<file path="config.mk">
export PLATFORM = sky130hd
export DESIGN_NAME = morse_key_sequencer
export DESIGN_NICKNAME = d
export VERILOG_FILES = /design/src/rtl/morse_key_sequencer.sv
export SDC_FILE = /design/constraint.sdc
export NUM_CORES = 1
export LEC_CHECK = 0
export CAP_MARGIN = 20
export CELL_PAD_IN_SITES_DETAIL_PLACEMENT = 0
export CELL_PAD_IN_SITES_GLOBAL_PLACEMENT = 2
export CORE_MARGIN = 2
export CORE_UTILIZATION = 34
export CTS_CLUSTER_DIAMETER = 80
export DETAILED_ROUTE_END_ITERATION = 7
export GPL_TIMING_DRIVEN = 0
export PLACE_DENSITY_LB_ADDON = 0.2
export SYNTH_ARGS = -nofsm -noshare
export SYNTH_HDL_FRONTEND = slang
export SYNTH_SLANG_ARGS = --single-unit
</file>
<file path="constraint.sdc">
create_clock -name clk -period 2.6 [get_ports clk]
set_clock_uncertainty 0.15 [all_clocks]
set_input_delay 0.26 -clock clk [delete_from_list [all_inputs] [get_ports clk]]
set_output_delay 0.26 -clock clk [all_outputs]
set_load 0.02 [all_outputs]
</file>
<file path="src/rtl/morse_key_sequencer.sv">
// Morse character player: keys one character of up to five dot/dash symbols on `tone`.
// Optional MORSE_CHAR_GAP_EN appends a 3-unit inter-character gap before `done`.
module morse_key_sequencer #(
    parameter int UNIT_CYCLES = 50000000,
    parameter int CNT_W       = 26,
    parameter int MAX_SYM     = 5
) (
    input  logic       clk,
    input  logic       rst,
    input  logic       start,
    input  logic [4:0] code,
    input  logic [2:0] len,
    input  logic       abort,
    output logic       tone,
    output logic       busy,
    output logic       done,
    output logic [2:0] sym_idx,
    output logic       unit_tick
);

    typedef enum logic [2:0] {
        IDLE,
        MARK,
        SPACE,
`ifdef MORSE_CHAR_GAP_EN
        GAP,
`endif
        DONE
    } state_t;

    state_t             state, state_n;
    logic [CNT_W-1:0]   cnt, cnt_n;
    logic [1:0]         elem, elem_n;     // units left in the current element after this one
    logic [2:0]         idx_n, nxt_idx;
    logic [4:0]         code_q, code_n;
    logic [2:0]         len_q, len_n;
    logic               last_unit, busy_n;

    // NOTE: every variable gets a default first so no path leaves it unassigned (no latches).
    always_comb begin
        state_n   = state;
        cnt_n     = cnt;
        elem_n    = elem;
        idx_n     = sym_idx;
        code_n    = code_q;
        len_n     = len_q;
        nxt_idx   = sym_idx + 3'd1;
        last_unit = (cnt == CNT_W'(UNIT_CYCLES - 1));

        if (busy)
            cnt_n = last_unit ? '0 : cnt + 1'b1;

        case (state)
            IDLE, DONE: begin
                state_n = IDLE;
                if (start && !abort && len != 3'd0) begin
                    code_n  = code;
                    len_n   = (len > 3'(MAX_SYM)) ? 3'(MAX_SYM) : len;
                    cnt_n   = '0;
                    idx_n   = '0;
                    elem_n  = code[0] ? 2'd2 : 2'd0;
                    state_n = MARK;
                end
            end
            MARK: begin
                if (last_unit) begin
                    if (elem != 2'd0)
                        elem_n = elem - 2'd1;
                    else if (sym_idx < len_q - 3'd1)
                        state_n = SPACE;
                    else begin
`ifdef MORSE_CHAR_GAP_EN
                        elem_n  = 2'd2;
                        state_n = GAP;
`else
                        state_n = DONE;
`endif
                    end
                end
            end
            SPACE: begin
                if (last_unit) begin
                    idx_n   = nxt_idx;
                    elem_n  = code_q[nxt_idx] ? 2'd2 : 2'd0;
                    state_n = MARK;
                end
            end
`ifdef MORSE_CHAR_GAP_EN
            GAP: begin
                if (last_unit) begin
                    if (elem != 2'd0)
                        elem_n = elem - 2'd1;
                    else
                        state_n = DONE;
                end
            end
`endif
            default: state_n = IDLE;
        endcase

        // Cancel overrides any tick-driven transition while playing.
        if (busy && abort) begin
            state_n = IDLE;
            cnt_n   = '0;
            idx_n   = '0;
        end

        busy_n = (state_n != IDLE) && (state_n != DONE);
    end

    // NOTE: sequential state uses non-blocking assignments so all registers update together.
    always_ff @(posedge clk or posedge rst) begin
        if (rst) begin
            state     <= IDLE;
            cnt       <= '0;
            elem      <= '0;
            sym_idx   <= '0;
            code_q    <= '0;
            len_q     <= '0;
            tone      <= 1'b0;
            busy      <= 1'b0;
            done      <= 1'b0;
            unit_tick <= 1'b0;
        end else begin
            state     <= state_n;
            cnt       <= cnt_n;
            elem      <= elem_n;
            sym_idx   <= idx_n;
            code_q    <= code_n;
            len_q     <= len_n;
            tone      <= (state_n == MARK);
            busy      <= busy_n;
            done      <= (state_n == DONE);
            unit_tick <= busy_n && (cnt_n == CNT_W'(UNIT_CYCLES - 1));
        end
    end

endmodule
</file>
==> flow_metrics.py <==
metrics = {
    "clock_network": {
        "numCtsBuffers": 5,
        "cts_tree": "yes",
        "clock_latency_ns": 0.31,
        "cts_root_buf": "clkbuf_8",
        "clkTransAtPathRegs_ns": 0.10,
        "h-tree-depth": 2,
        "cts_sinks": 46,
        "clockBufferDepth": 2,
    },
    "power_and_ir_drop": {
        "power.static_leakage_uw": 0.00147,
        "power_uw": 1710,
        "power_density_nw_per_um2": 477,
        "vdd_drop_max_mv": 0.153,
    },
    "floorplanning": {
        "io_pins": 19,
        "coreArea_um2": 8260,
        "rows": 33,
        "die-area_um2": 9270,
        "initial_core_util_pct": 35.1,
        "dieWidth_um": 96.3,
        "die_h_um": 96.3,
    },
    "sta": {
        "worst_pin_slew_ns": 0.632,
        "timing.final.crit_share_pct": 101,
        "tns_ns": -0.0187,
        "fin_ws_ns": -0.0187,
        "finalMaxSlewViolations": 0,
        "fmax_mhz": 382,
        "finalHoldViolCount": 0,
        "rsz0062_at_grt": "yes",
        "finalCriticalPeriod_ns": 2.62,
        "slew_headroom_pct": 57.7,
        "setup_viol": 1,
        "hold_slack_ns": 0.0163,
    },
    "run_status": {
        "violations": "negative setup slack",
        "status": "finished with violations",
    },
    "global_routing": {
        "grt_max_degree": 40,
        "grt-ovfl-total": 0,
        "antenna_found_initial": 0,
        "grt_pass1_vias": 2493,
        "track_usage_pct": 17.5,
        "grt_pass1_wl_um": 12500,
    },
    "setup_path": {
        "path_cells": "ha_4 > nand3_2 > or3_1 > or4_1 > a21oi_2 > o2111ai_2 > nor4_2",
        "crit_fanout": 7,
        "cp_slowest_cell": "or3_1",
        "critical_path_required_ns": 2.67,
        "cp-start-kind": "flop",
        "crit_path_end_kind": "flop",
        "max_stage_delay_ns": 0.52,
        "crit_type": "reg2reg",
        "arrival_ns": 2.68,
    },
    "detailed_routing": {
        "routed_via_density": 5.27,
        "drt_wl_total_um": 7370,
        "drc": 0,
        "vias": 2429,
        "ant_nets": 0,
        "wl_per_cell_um": 16.0,
        "dr.first_iter.drc_count": 101,
        "dr.pass1.iters": 4,
    },
    "logic_synthesis": {
        "syn_area_um2": 2900,
        "ys.warnings.count": 0,
        "yosysSeqAreaShare_pct": 39.7,
        "ys_async_sr_fraction_pct": 100,
        "synth_top_flop_cell": "dfrtp_1",
        "yosysUniqueCellTypes": 58,
        "yosys-top-cells-count": "dfrtp_1, nor2_1, nand2_1",
        "synth_top_family_by_area": "simple AND/OR/NAND/NOR gates",
        "synth.most_common_cell": "dfrtp_1",
        "synthMuxAreaShare_pct": 4.54,
        "synthXorXnorAreaFrac_pct": 9.07,
        "synth_compound_area_share_pct": 11.7,
        "synth_cells": 319,
        "synthAdderAreaFrac_pct": 2.59,
        "ys_ff_latch": 46,
        "synth_edf_count": 0,
        "synth_top_area_cell": "dfrtp_1",
        "netlist.area_leader.share_pct": 39.7,
        "synth_area_leaders": "dfrtp_1, nor2_1, xor2_1, xnor2_1, nand2_1",
        "avgSynthCellArea_um2": 9.08,
        "synthSimpleGateAreaFrac_pct": 27.9,
        "synth_nets": 337,
    },
    "finish": {
        "layout-drive-gt1-share_pct": 19.9,
        "final_nets": 373,
        "final_area_um2": 3580,
        "nFillCells": 864,
        "syn_to_final_growth_pct": 23.5,
        "diodes": 0,
    },
    "worst_hold_path": {
        "hold_path_class": "in2async",
    },
    "placed_design": {
        "place.gp.congestion": 0.821,
        "placed_area_um2": 3240,
        "placement.io_buffers": 18,
        "dp_hpwl_um": 5160,
    },
    "job": {
        "drv_cap": 0,
    },
}
report_power, final:
| part | total [µW] | leakage (µW) | internal, µW | switching, µW |
|---|---|---|---|---|
| clock network | 559 | 0.0000504 | 286 | 272 |
| registers | 815 | 0.000606 | 776 | 38.5 |
| logic | 334 | 0.000818 | 167 | 167 |
| total | 1710 | 0.00147 | 1230 | 478 |
final cells by class:
cell class	count	area, µm²	share of cell area [%]
multi-input cells	243	1740	48.7
flip-flops and latches	46	1160	32.4
repair buffers	32	298	8.32
well taps	105	131	3.67
plain buffers	16	91.3	2.55
clock buffers	5	68.8	1.92
clock inverters	3	45.0	1.26
inverters	11	41.3	1.15
path summary, 6_finish.rpt:
path | start | endpoint | slack (ns) | cells after the start
min in group clk | code_q[0] | code_q[0] | 0.37 | 1
max reg2reg | cnt[1] | unit_tick | -0.02 | 7
max | cnt[1] | unit_tick | -0.02 | 7
min | rst | tone | 0.02 | 2
max in group asynchronous | rst | cnt[5] | 1.79 | 3
min reg2reg | code_q[0] | code_q[0] | 0.37 | 1
routing by layer:
metal	global-route usage, %	vias up	part of all wire, %
met2	30.2	26	50
met1	22.4	1183	46
li1	-	1211	-
met5	0	-	0
met3	2.74	9	2.5
met4	5.87	0	1.4
critical path: cells and delay by family (launching register included):
kind                     cells  cell delay (ns)
AO/OA/AOI/OAI                2             0.37
adder cells (fa/ha/maj)      1             0.17
flip-flops                   1             0.40
AND/OR/NAND/NOR              4             1.43
through the flow:
stage / setup WS [ns] / utilization [%] / instances
after floorplan: 0.0349 / - / 319
after global placement: -0.439 / 39.0 / 442
after detailed placement: -0.438 / 39.3 / 443
after CTS: -0.115 / 43.1 / 462
after global routing: -0.168 / 43.3 / 461
final: -0.0187 / 43.3 / 461
repair_timing:
action / CTS / global route
endpoints found under the setup margin: 6 / 25
setup buffers: 12 / 1
pin swaps: 6 / 3
hold buffers: 0 / 0
gates resized for setup: 29 / 6
cloned: 0 / 0
cell families after synthesis:
kind of cell,count (synthesis)
AOI/OAI and AO/OA,49
xor gates and xnor gates,30
adders and majority gates,6
buffers and inverters,30
DFF,46
muxes,11
other,1
and+or+nand+nor,146
sequential cells by signal, summed over array words and instances (netlist names):
name / flops
cnt: 26
unit_tick: 1
sym_idx: 3
state: 3
elem: 2
busy: 1
code_q: 5
done: 1
tone: 1
len_q: 3
cell usage in the layout, fill, tap and decap left out, types with 9 or more instances in the layout:
cell type and count:
xor2_1 16, nand3_1 12, inv_1 10, dfrtp_1 39, nand2_1 24, o21ai_0 9, buf_4 15, xnor2_1 14
a21oi_1 11, clkdlybuf4s50_1 18, nor2_1 40
Note: power is estimated with default switching activity, not from simulation.
